## src/rtl/ii_rect_sum.sv

```systemverilog
// Rectangle-sum engine over the 160x120 integral-image BRAM: sum = D - C - B + A.
// Define II_RECT_BOUNDS_CHECK_EN to reject empty or out-of-image rectangles (err).
module ii_rect_sum #(
  parameter int unsigned II_WIDTH   = 160,
  parameter int unsigned II_HEIGHT  = 120,
  parameter int unsigned RD_LATENCY = 1
) (
  input  logic        ov7670_pclk,
  input  logic        rst,
  input  logic        start,
  input  logic [7:0]  x0,
  input  logic [6:0]  y0,
  input  logic [7:0]  w,
  input  logic [6:0]  h,
  output logic        busy,
  output logic        done,
  output logic        err,
  output logic [31:0] sum,
  output logic        ii_rd_en,
  output logic [14:0] ii_rd_addr,
  input  logic [31:0] ii_rd_data
);

  if (RD_LATENCY < 1 || RD_LATENCY > 2 || II_WIDTH * II_HEIGHT > 32768) begin : g_param_check
    $error("ii_rect_sum: unsupported RD_LATENCY or image size");
  end

  typedef enum logic [2:0] {S_IDLE, S_CALC, S_ISSUE, S_DRAIN, S_DONE} state_t;

  state_t state, state_nxt;

  logic [7:0]  x0_q, w_q;
  logic [6:0]  y0_q, h_q;
  logic [7:0]  x1, xm;
  logic [6:0]  y1, ym;
  logic [14:0] addr_d, addr_c, addr_b, addr_a;
  logic [14:0] addr_c_q, addr_b_q, addr_a_q;
  logic [2:0]  pend;
  logic        rd_neg;
  logic [RD_LATENCY-1:0] tag_vld, tag_neg;
  logic [31:0] acc, acc_upd;
  logic        reject, accept, early_pend;
  logic        c_en, b_en;

  function automatic logic [14:0] ii_addr(input logic [7:0] x, input logic [6:0] y);
    logic [14:0] yy;
    yy = {8'd0, y};
    if (II_WIDTH == 160)
      return (yy << 7) + (yy << 5) + {7'd0, x};
    else
      return 15'(yy * 15'(II_WIDTH)) + {7'd0, x};
  endfunction

  assign x1 = x0_q + w_q - 8'd1;
  assign y1 = y0_q + h_q - 7'd1;
  assign xm = x0_q - 8'd1;
  assign ym = y0_q - 7'd1;

  assign addr_d = ii_addr(x1, y1);
  assign addr_c = ii_addr(xm, y1);
  assign addr_b = ii_addr(x1, ym);
  assign addr_a = ii_addr(xm, ym);

  assign c_en = (x0_q != 8'd0);
  assign b_en = (y0_q != 7'd0);

`ifdef II_RECT_BOUNDS_CHECK_EN
  assign reject = (w_q == 8'd0) || (h_q == 7'd0) ||
                  (({1'b0, x0_q} + {1'b0, w_q}) > 9'(II_WIDTH)) ||
                  (({2'b0, y0_q} + {2'b0, h_q}) > 9'(II_HEIGHT));
`else
  assign reject = 1'b0;
`endif

  assign accept = start && (state == S_IDLE || state == S_DONE);
  assign busy   = (state == S_CALC) || (state == S_ISSUE) || (state == S_DRAIN);
  assign done   = (state == S_DONE);

  // Only the last tag stage may still be in flight when DRAIN hands over to DONE.
  always_comb begin
    early_pend = 1'b0;
    for (int unsigned i = 0; i + 1 < RD_LATENCY; i++)
      early_pend = early_pend | tag_vld[i];
  end

  always_comb begin
    acc_upd = acc;
    if (tag_vld[RD_LATENCY-1])
      acc_upd = tag_neg[RD_LATENCY-1] ? (acc - ii_rd_data) : (acc + ii_rd_data);
  end

  // DONE accepts start directly so a request arriving alongside done is not lost.
  always_comb begin
    state_nxt = state;
    unique case (state)
      S_IDLE:  if (start) state_nxt = S_CALC;
      S_CALC:  state_nxt = reject ? S_DONE : S_ISSUE;
      S_ISSUE: if (pend == 3'b000) state_nxt = S_DRAIN;
      S_DRAIN: if (!early_pend) state_nxt = S_DONE;
      S_DONE:  state_nxt = start ? S_CALC : S_IDLE;
      default: state_nxt = S_IDLE;
    endcase
  end

  always_ff @(posedge ov7670_pclk) begin
    if (rst) begin
      state      <= S_IDLE;
      x0_q       <= '0;
      y0_q       <= '0;
      w_q        <= '0;
      h_q        <= '0;
      addr_c_q   <= '0;
      addr_b_q   <= '0;
      addr_a_q   <= '0;
      pend       <= '0;
      rd_neg     <= 1'b0;
      ii_rd_en   <= 1'b0;
      ii_rd_addr <= '0;
      tag_vld    <= '0;
      tag_neg    <= '0;
      acc        <= '0;
      sum        <= '0;
      err        <= 1'b0;
    end else begin
      state <= state_nxt;

      tag_vld[0] <= ii_rd_en;
      tag_neg[0] <= rd_neg;
      for (int unsigned i = 1; i < RD_LATENCY; i++) begin
        tag_vld[i] <= tag_vld[i-1];
        tag_neg[i] <= tag_neg[i-1];
      end

      if (accept) begin
        x0_q <= x0;
        y0_q <= y0;
        w_q  <= w;
        h_q  <= h;
        acc  <= '0;
      end else begin
        acc <= acc_upd;
      end

      unique case (state)
        S_CALC: begin
          if (reject) begin
            sum <= '0;
            err <= 1'b1;
          end else begin
            ii_rd_en   <= 1'b1;
            ii_rd_addr <= addr_d;
            rd_neg     <= 1'b0;
            addr_c_q   <= addr_c;
            addr_b_q   <= addr_b;
            addr_a_q   <= addr_a;
            pend       <= {c_en & b_en, b_en, c_en};
          end
        end
        S_ISSUE: begin
          if (pend[0]) begin
            ii_rd_addr <= addr_c_q;
            rd_neg     <= 1'b1;
            pend[0]    <= 1'b0;
          end else if (pend[1]) begin
            ii_rd_addr <= addr_b_q;
            rd_neg     <= 1'b1;
            pend[1]    <= 1'b0;
          end else if (pend[2]) begin
            ii_rd_addr <= addr_a_q;
            rd_neg     <= 1'b0;
            pend[2]    <= 1'b0;
          end else begin
            ii_rd_en <= 1'b0;
          end
        end
        S_DRAIN: begin
          if (!early_pend) begin
            sum <= acc_upd;
            err <= 1'b0;
          end
        end
        default: ;
      endcase
    end
  end

endmodule

```

## config.mk

```make
export PLATFORM = sky130hd
export DESIGN_NAME = ii_rect_sum
export DESIGN_NICKNAME = d
export VERILOG_FILES = /design/src/rtl/ii_rect_sum.sv
export SDC_FILE = /design/constraint.sdc
export NUM_CORES = 1
export LEC_CHECK = 0
export CAP_MARGIN = 20
export CORE_MARGIN = 2
export CORE_UTILIZATION = 40
export CTS_CLUSTER_SIZE = 30
export DETAILED_ROUTE_END_ITERATION = 7
export GPL_ROUTABILITY_DRIVEN = 0
export HOLD_SLACK_MARGIN = 0.02
export SYNTH_ARGS = -nofsm -noshare
export SYNTH_HDL_FRONTEND = slang
export SYNTH_SLANG_ARGS = --single-unit
```

## constraint.sdc

```tcl
create_clock -name ov7670_pclk -period 9.1 [get_ports ov7670_pclk]
set_input_delay 1.365 -clock ov7670_pclk [delete_from_list [all_inputs] [get_ports ov7670_pclk]]
set_output_delay 1.365 -clock ov7670_pclk [all_outputs]
set_load 0.05 [all_outputs]
```

==> impl_results.md, run 1 <==
* Unrepaired setup endpoints after global routing: no
* Critical Path, Cell by Cell: clkdlybuf4s50_1 > inv_1 > ha_1 > nor4b_1 > and3_1 > a31oi_1 > xnor2_1 > ha_1 > a21o_1 > a21o_1 > a21oi_1 > o21ai_0 > a31oi_1 > o211ai_1 > a311o_1 > a311oi_1
* TritonCTS Buffers at 17
* Multi-input logic area at between 0.006 and 0.007 mm^2
* Setup-failing EPs final at 0
* Measured slew at the worst slew-check pin at roughly 1 ns
* Initial Util at 0.4068
* Pre-CTS setup slack at 3.133 ns
* Vias in the first global route at between 8000 and 9000
* Highest clock rate at ~180 MHz
* Mapped Nets at about 1500
* CTS Hold Bufs at 0
* Die area at ~0.028 mm^2
* Area growth syn-to-layout at 18.69%
* Fillers at between 2000 and 3000
* CTS root buffer: clkbuf_16
* Wire per inst at ~15 um
* Leakage at approximately 4.8 nW
* FFs w/ async S/R, synth at 0
* Critical R2R Launch: tag_neg
* Slew Viols, Final at 0
* First-pass GRT wire length at 44240 um
* Sw Pwr at approximately 0.0011 W
* Antenna Nets Post-Route at 0
* Port-buffer cells at between 100 and 150
* YS warnings at 0
* Total GRT Usage at 0.1919
* CP arrival at between 5 and 6 ns
* WL final at 26510 um
* Final Cycle Share at 0.6096
* Max-cap violation count at 0
* Commonest non-fill, non-tap cell in the layout: nor2_1
* Yosys reg bits at about 160
* Vias at slightly above 9000
* FF-to-FF End: sum[24]
* Outcome: finished clean
* Setup TNS at 0 ns
* Critical-path top delay cell: nor4b_1
* Worst Setup Start Kind: primary input
* Clock sinks at ~160
* CP Max Fanout at 7
* Top_reg_cell synth: dfxtp_1
* Critical Path End Type: flip-flop
* Setup crit start: ii_rd_data[0]
* Most frequent cells in the layout: nor2_1 (172), nand2_1 (167), dfxtp_1 (159)
* Share of cells above drive strength 1 at 0.04384
* Gate Count Post-Synth at 1356
* I/O pins at 116
* Register area at 0.003183 mm^2
* Total iterations of the first detailed-routing run at 5
* Syn Area/Cell at a little under 8 um^2
* Slew headroom at 0.3173
* R2R depth at 12
* Total congestion overflow at 0
* Die Y at roughly 170 um
* Clk pin slew, worst setup/hold paths at 0.07 ns
* FP Rows at 59
* # DRC at 0
* Top delay family on crit path: compound AO/OA/AOI/OAI gates
* Post-layout min period at ~5.5 ns
* Non-filler instance count after layout at about 1800
* Hold Crit Start: rd_neg
* Max VDD drop at roughly 0.12 mV
* Sequential power share at 0.285
* Ant. Diodes at 0
* Clk_skew at 0.01044 ns
* Net Sw Frac at 0.4001
* Distinct cells, synth at 68
* Cell Count Post-Placement at between 1500 and 2000
* Worst skew pair latency at between 0.4 and 0.5 ns
* R2R Setup Slk at ~4.7 ns
* Core Region at 0.02598 mm^2
* Buf/Inv on CP at 2
* WP depth at 16
* H-Tree Depth at 4
* Post-synthesis sequential area ratio at 0.3011
* Clock Power Share at 0.257
* Max incr delay on CP at around 0.75 ns
* Hpwl dp at slightly below 20000 um
* Int Power at 0.001710 W
* CTS-repair resized insts at 0
* Setup ws final at between 3 and 4 ns
* Setup bufs post-CTS at 0
* Power Density at around 230 mW/mm^2
* Initial DRC count at approximately 510
* Final Hold Viols at 0
* Gate power share at 0.458
* Setup crit end: sum[29]
* CP Data Required Time at about 9.4 ns
* CTS tree: yes
* Setup CP Type: in2reg
* Nets@finish at 1580
* Clk buf depth at 2
* Largest net degree at the start of global routing at 96
* Die width at 166.6 um
* Fin area at 0.01255 mm^2
* Initial antenna violation count at 0
* Number of synthesized flops with an enable pin at 0
* Vias per inst at between 5 and 6
* HP Class: reg2reg
* Placed Area at 0.01189 mm^2
* Worst hold margin at between 0.4 and 0.5 ns
* Synthesized area at approximately 0.011 mm^2
==> cell type report <==
type                    instances  share of cell area
clock inverters                15             0.01366
clock buffers                  17             0.03391
inverters                      77             0.02304
well taps                     335             0.03341
flip-flops and latches        159              0.2537
repair buffers                123             0.09933
multi-input cells            1046              0.5429
==> per-stage QoR <==
stage	power, W	utilization
floorplan	0.001808	-
global placement	0.002110	0.4577
detailed placement	0.002126	0.4577
CTS	0.002869	0.4807
global route	0.003070	0.4828
finish	0.002851	0.4828
==> cell families after synthesis <==
group | after synthesis | share of synthesized area
and+or+nand+nor | 474 | 0.2031
xor gates and xnor gates | 108 | 0.08949
muxes | 34 | 0.03243
other | 1 | 0.0003548
AOI/OAI and AO/OA | 338 | 0.2043
adders and majority gates | 91 | 0.1141
DFF | 159 | 0.3011
buffers and inverters | 151 | 0.05504
==> state kept, by name, indices dropped and copies added (netlist names) <==
| register | count |
|---|---|
| w_q | 8 |
| y0_q | 7 |
| addr_a_q | 10 |
| state | 3 |
| h_q | 7 |
| pend | 3 |
| ii_rd_addr | 15 |
| sum | 32 |
| acc | 32 |
| addr_b_q | 15 |
| addr_c_q | 15 |
| tag_neg | 1 |
| tag_vld | 1 |
| rd_neg | 1 |
| ii_rd_en | 1 |
| x0_q | 8 |
==> power by group through the flow <==
stage,Combinational (W),Sequential (W),Clock [W]
final,0.00131,0.000812,0.000732
after floorplan,0.000926,0.000883,0
after CTS,0.00131,0.000813,0.000750
after global routing,0.00147,0.000822,0.000780
after global placement,0.00128,0.000827,0
after detailed placement,0.00130,0.000828,0
==> Yosys cell counts (4+ instances only) <==
library cell  count  share of area
a211oi_1         55          0.039
a21o_1           29          0.021
a21oi_1         139          0.066
a22oi_1           4         0.0028
a311oi_1          6         0.0050
a31oi_1          10         0.0059
and2_1            9         0.0053
and3_1            5         0.0030
buf_1            10         0.0036
clkbuf_1         61          0.022
dfxtp_1         159           0.30
fa_1              9          0.017
ha_1             82          0.097
inv_1            76          0.027
mux2i_1          32          0.030
nand2_1         167          0.059
nand2b_1          5         0.0030
nand3_1          25          0.012
nand3b_1          5         0.0036
nand4_1          11         0.0065
nor2_1          172          0.061
nor2b_1          14         0.0083
nor3_1           30          0.014
nor4_1            6         0.0036
o211ai_1         14         0.0099
o21a_1            9         0.0064
o21ai_0          36          0.017
o21bai_1          6         0.0043
o311ai_0          6         0.0050
o31ai_1           4         0.0028
or3_1             6         0.0036
xnor2_1          85          0.070
xor2_1           23          0.019
==> worst register-to-register path, delay by kind of cell (launching register included) <==
kind,cells,cell delay [ns]
compound gates,7,1.58
xor+xnor,1,0.24
fa+ha+maj,1,0.35
buf+inv,1,0.35
flops,1,0.99
mux,1,0.38
simple gates,1,0.44
==> how the worst min path moves through the flow <==
stage,to,cells past startpoint
final,rd_neg,2
after global routing,addr_c_q[9],2
after CTS,rd_neg,2
after detailed placement,rd_neg,2
after global placement,addr_c_q[9],2
after floorplan,addr_a_q[12],2
==> metal layers <==
| metal | global-route usage | wire, um |
|---|---|---|
| met1 | 0.2569 | 12680 |
| met2 | 0.3185 | 12330 |
| met3 | 0.03066 | 1079 |
| met4 | 0.05735 | 422 |
| met5 | 0 | 0 |
No activity file was read; power rests on OpenSTA's default activity.
==> run 2, diff against run 1 <==
- clock period: 9.1 -> 5 ns (I/O delays scaled with it)
==> impl_results.md, run 2 (same netlist as run 1, synthesis figures left out) <==
* Outcome: finished clean
* Clk_skew at 0.008114 ns (-0.002326 ns)
* H-Tree Depth at 4 (unchanged)
* Setup crit start: ii_rd_data[2]
* Initial Util at 0.4068 (unchanged)
* Final core utilization at 0.4847 (+0.001878)
* Final Hold Viols at 0 (unchanged)
* CTS root buffer: clkbuf_16
* CP arrival at 4.82 ns (-1.07 ns)
* Antenna Nets Post-Route at 0 (unchanged)
* Die Y at 166.6 um (unchanged)
* Wire per inst at 14.83 um (-0.84%)
* Total iterations of the first detailed-routing run at 5 (unchanged)
* Max incr delay on CP at 0.49 ns (-0.26 ns)
* Vias per inst at 5.161 (-1.8%)
* Highest clock rate at 223.5 MHz
* CTS-repair resized insts at 0 (unchanged)
* Ant. Diodes at 0 (unchanged)
* HP Class: reg2reg
* Cell Count Post-Placement at 1751 (+0.75%)
* Port-buffer cells at 114 (unchanged)
* Unrepaired setup endpoints after global routing: no
* Largest net degree at the start of global routing at 95 (-1.0%)
* Die area at 0.02774 mm^2 (unchanged)
* TritonCTS Buffers at 17 (unchanged)
* Clock sinks at 159 (unchanged)
* Initial DRC count at 371 (-27%)
* Critical-path top delay cell: clkdlybuf4s50_1
* # DRC at 0 (unchanged)
* Final Cycle Share at 0.8947
* WL final at 26470 um (-0.17%)
* Critical R2R Launch: y0_q[1]
* Max VDD drop at 0.2787 mV (+130%)
* Die width at 166.6 um (unchanged)
* Critical Path End Type: flip-flop
* Most frequent cells in the layout: nor2_1 (172), nand2_1 (167), dfxtp_1 (159)
* First-pass GRT wire length at 44710 um (+1.1%)
* Hold Crit Start: ii_rd_addr[12]
* Area growth syn-to-layout at 19.15%
* Hpwl dp at 19820 um (+1.1%)
* FP Rows at 59 (unchanged)
* Worst Setup Start Kind: primary input
* Share of cells above drive strength 1 at 0.05176 (+0.007918)
* Total GRT Usage at 0.1934 (+0.001561)
* Total congestion overflow at 0 (unchanged)
* Max-cap violation count at 0 (unchanged)
* Clk buf depth at 2 (unchanged)
* Critical Path, Cell by Cell: clkdlybuf4s50_1 > nor4_1 > nand2_1 > o21a_1 > xnor2_1 > ha_1 > a21oi_1 > o21ai_0 > o221a_2 > nor4_4 > o211ai_2 > o31ai_1 > mux2_2 > a311oi_1
* Measured slew at the worst slew-check pin at 1.043 ns (+0.02001 ns)
* Buf/Inv on CP at 1 (-1)
* Top delay family on crit path: compound AO/OA/AOI/OAI gates
* Setup-failing EPs final at 0 (unchanged)
* Setup CP Type: in2reg
* Slew headroom at 0.3049 (-0.01241)
* Setup TNS at 0 ns (unchanged)
* Nets@finish at 1592 (+0.76%)
* CTS tree: yes
* CTS Hold Bufs at 0 (unchanged)
* Setup bufs post-CTS at 0 (unchanged)
* I/O pins at 116 (unchanged)
* CP Data Required Time at 5.34 ns (-4.10 ns)
* Power Density at 408.5 mW/mm^2 (+80%)
* Post-layout min period at about 4.5 ns
* Slew Viols, Final at 0 (unchanged)
* Largest regs: acc x32, sum x32
* Non-filler instance count after layout at 1784 (+0.68%)
* Vias in the first global route at 9060 (+1.7%)
* Worst skew pair latency at 0.44 ns (about the same)
* Commonest non-fill, non-tap cell in the layout: nor2_1
* Leakage at 4.819 nW (+0.77%)
* CP Max Fanout at 7 (unchanged)
* Core Region at 0.02598 mm^2 (unchanged)
* Vias at 9207 (-1.2%)
* Initial antenna violation count at 0 (unchanged)
* Clk pin slew, worst setup/hold paths at 0.07 ns (about the same)
==> run 2: changes by cell type in the layout (fill, tap and decap cells not counted) <==
cell / change
buf_16: -1
clkinvlp_4: +1
bufinv_16: -1
inv_6: +2
clkinv_2: -1
inv_8: -1
buf_4: +13
==> run 2: worst min-delay path, stage by stage (launching register included) <==
cell,delay [ns]
dfxtp_1,0.31
nand2_1,0.05
a21oi_1,0.05
==> run 2: power by group <==
| part | leakage (nW) | switching, W | internal [W] |
|---|---|---|---|
| clock | 0.270 | 0.000588 | 0.000701 |
| sequential | 1.30 | 0.0000832 | 0.00139 |
| combinational | 3.25 | 0.00141 | 0.000970 |
==> run 2: worst paths after layout <==
check	slack [ns]	to	cells after the start
worst max-delay path	0.53	sum[24]	14
worst min-delay path	0.45	ii_rd_addr[12]	2
worst max register to register	1.09	ii_rd_addr[14]	16
worst min register to register	0.45	ii_rd_addr[12]	2
==> run 2: cell type report <==
class                           instances  area [um^2]
Timing Repair Buffer                  135         1316
Clock buffer                           17        425.4
Clock inverter                         15        150.1
Multi-Input combinational cell       1046         6812
Sequential cell                       159         3183
Inverter                               77        289.0
Tap cell                              335        419.2
Fill cell                            2646        13390
==> run 2: routing by layer <==
metal  vias up  track usage  part of all wire  routed length, um
li1       4868            -                 -                  -
met1      4168       0.2571              0.48              12740
met2       147       0.3281              0.47              12510
met3        24      0.02733             0.032                841
met4         0      0.05397             0.014                366
met5         -            0                 0                  0
==> run 2: metrics by stage <==
| step | cell area [um^2] | total power, W | setup slack (ns) | hold slack, ns |
|---|---|---|---|---|
| after detailed placement | 11990 | 0.003875 | 0.09218 | 0.4460 |
| final | 12590 | 0.005145 | 0.5266 | 0.4527 |
| after global routing | 12590 | 0.005529 | 0.08597 | 0.4671 |
| after floorplan | 10570 | 0.003291 | 0.9501 | 0.4312 |
| after CTS | 12570 | 0.005181 | 0.5327 | 0.4548 |
| after global placement | 11990 | 0.003855 | 0.1809 | 0.4388 |
==> run 3, diff against run 2 <==
- CORE_MARGIN: 2 -> default
- SLEW_MARGIN: default -> 20
==> impl_results.md, run 3 (same netlist as run 1, synthesis figures left out) <==
* Outcome: finished clean
* WL final at 26190 um (-1.0%)
* Worst Setup Start Kind: primary input
* Setup-failing EPs final at 0 (unchanged)
* Port-buffer cells at 114 (unchanged)
* Core Region at 0.02598 mm^2 (unchanged)
* Slew headroom at 0.3111 (+0.006207)
* CP Data Required Time at 5.33 ns (about the same)
* # DRC at 0 (unchanged)
* Clk buf depth at 2 (unchanged)
* Die Y at 164.6 um (-1.2%)
* Die width at 164.6 um (-1.2%)
* Hold Crit Start: addr_b_q[9]
* R2R Setup Slk at 1.02 ns (-0.07 ns)
* Total iterations of the first detailed-routing run at 6 (+1)
* CP Max Fanout at 8 (+1)
* Final core utilization at 0.4842 (-0.0005300)
* Worst hold margin at 0.4503 ns (-0.002444 ns)
* Most frequent cells in the layout: nor2_1 (172), nand2_1 (167), dfxtp_1 (159)
* Slew Viols, Final at 0 (unchanged)
* Fillers at 2573 (-2.8%)
* Share of cells above drive strength 1 at 0.05114 (-0.0006195)
* Initial Util at 0.4068 (unchanged)
* Hold endpoint: addr_b_q[9]
* R2R depth at 16 (unchanged)
* Max VDD drop at 0.2602 mV (-6.6%)
* First-pass GRT wire length at 43190 um (-3.4%)
* Clk_skew at 0.01288 ns (+0.004766 ns)
* Setup TNS at 0 ns (unchanged)
* Largest regs: acc x32, sum x32
* CTS root buffer: clkbuf_16
* Max-cap violation count at 0 (unchanged)
* Setup bufs post-CTS at 0 (unchanged)
* TritonCTS Buffers at 17 (unchanged)
* Leakage at 4.820 nW (about the same)
* Critical Path End Type: flip-flop
* I/O pins at 116 (unchanged)
* Critical R2R Launch: y0_q[1]
* FP Rows at 59 (unchanged)
* Critical-path top delay cell: clkdlybuf4s50_1
* Critical Path, Cell by Cell: clkdlybuf4s50_1 > nor4_1 > and2_1 > nand3_1 > o41ai_1 > xor2_1 > ha_1 > a21oi_1 > o21ai_0 > nor4_4 > o211ai_2 > o31ai_1 > mux2_2 > a311oi_1
* Total congestion overflow at 0 (unchanged)
* Vias at 9321 (+1.2%)
* Die area at 0.02708 mm^2 (-2.4%)
* Area growth syn-to-layout at 19.02%
* Hpwl dp at 19580 um (-1.2%)
* CTS Hold Bufs at 0 (unchanged)
* Nets@finish at 1590 (-0.13%)
* Total GRT Usage at 0.1981 (+0.004637)
* Final Cycle Share at 0.8881 (-0.006533)
* CP arrival at 4.78 ns (-0.04 ns)
* Commonest non-fill, non-tap cell in the layout: nor2_1
* Measured slew at the worst slew-check pin at 1.033 ns (-0.009310 ns)
* Initial DRC count at 470 (+27%)
* Vias in the first global route at 8815 (-2.7%)
* Clk pin slew, worst setup/hold paths at 0.07 ns (about the same)
* Unrepaired setup endpoints after global routing: no
* Antenna Nets Post-Route at 0 (unchanged)
* CTS tree: yes
* Worst Hold Depth at 2 (unchanged)
* Largest net degree at the start of global routing at 98 (+3.2%)
* Ant. Diodes at 0 (unchanged)
* Vias per inst at 5.231 (+1.4%)
* Power Density at 411.4 mW/mm^2 (+0.70%)
* Placed Area at 0.01199 mm^2 (unchanged)
* Worst skew pair latency at 0.44 ns (about the same)
* Setup CP Type: in2reg
* H-Tree Depth at 4 (unchanged)
* Clock sinks at 159 (unchanged)
* Highest clock rate at 225.2 MHz (+0.74%)
* HP Class: reg2reg
* CTS-repair resized insts at 0 (unchanged)
* Final Hold Viols at 0 (unchanged)
* Max incr delay on CP at 0.48 ns (about the same)
* Wire per inst at 14.70 um (-0.91%)
* Fin area at 0.01258 mm^2 (-0.11%)
* Post-layout min period at 4.441 ns (-0.03266 ns)
* FF-to-FF End: ii_rd_addr[14]
* Initial antenna violation count at 0 (unchanged)
run 3: per-layer routing:
| metal | global-route usage | share of wire | up-vias |
|---|---|---|---|
| met5 | 0 | 0 | - |
| met4 | 0.04379 | 0.012 | 0 |
| met3 | 0.02863 | 0.033 | 22 |
| met2 | 0.3445 | 0.48 | 162 |
| met1 | 0.2572 | 0.48 | 4267 |
| li1 | - | - | 4870 |
run 3: where the power goes:
part,internal (W),switching (W),total [W]
sequential,0.00139,0.0000836,0.00148
combinational,0.000968,0.00141,0.00238
clock,0.000714,0.000606,0.00132
total,0.00307,0.00210,0.00518
run 3: per-stage QoR:
step	instances	setup WS [ns]	power, W
3_5_place_dp	1750	0.1609	0.003877
3_3_place_gp	1749	0.1798	0.003850
2_1_floorplan	1356	0.9501	0.003291
5_1_grt	1782	0.2667	0.005540
6_report	1782	0.5593	0.005175
4_1_cts	1782	0.5620	0.005209
run 3: worst max-delay path: cells and delay by family:
| kind | cells | cell delay [ns] |
|---|---|---|
| compound gates | 6 | 1.31 |
| xor+xnor | 1 | 0.21 |
| simple gates | 4 | 1.29 |
| fa+ha+maj | 1 | 0.33 |
| mux | 1 | 0.38 |
| buf+inv | 1 | 0.48 |
run 3: worst max path at each step:
stage	from	to	slack, ns	depth (start not counted)
CTS	ii_rd_data[4]	sum[24]	0.56	14
finish	ii_rd_data[4]	sum[24]	0.56	14
global placement	ii_rd_data[2]	sum[24]	0.18	14
detailed placement	ii_rd_data[4]	sum[24]	0.16	14
floorplan	ii_rd_data[0]	sum[29]	0.95	15
global route	ii_rd_data[2]	sum[24]	0.27	14
run 3: area by class of cell:
type / count / area (um^2) / share of cell area
multi-input cells: 1046 / 6813 / 0.5415
flip-flops and latches: 159 / 3183 / 0.2530
clock inverters: 15 / 162.7 / 0.01293
repair buffers: 133 / 1289 / 0.1024
well taps: 335 / 419.2 / 0.03332
inverters: 77 / 289.0 / 0.02297
clock buffers: 17 / 425.4 / 0.03381
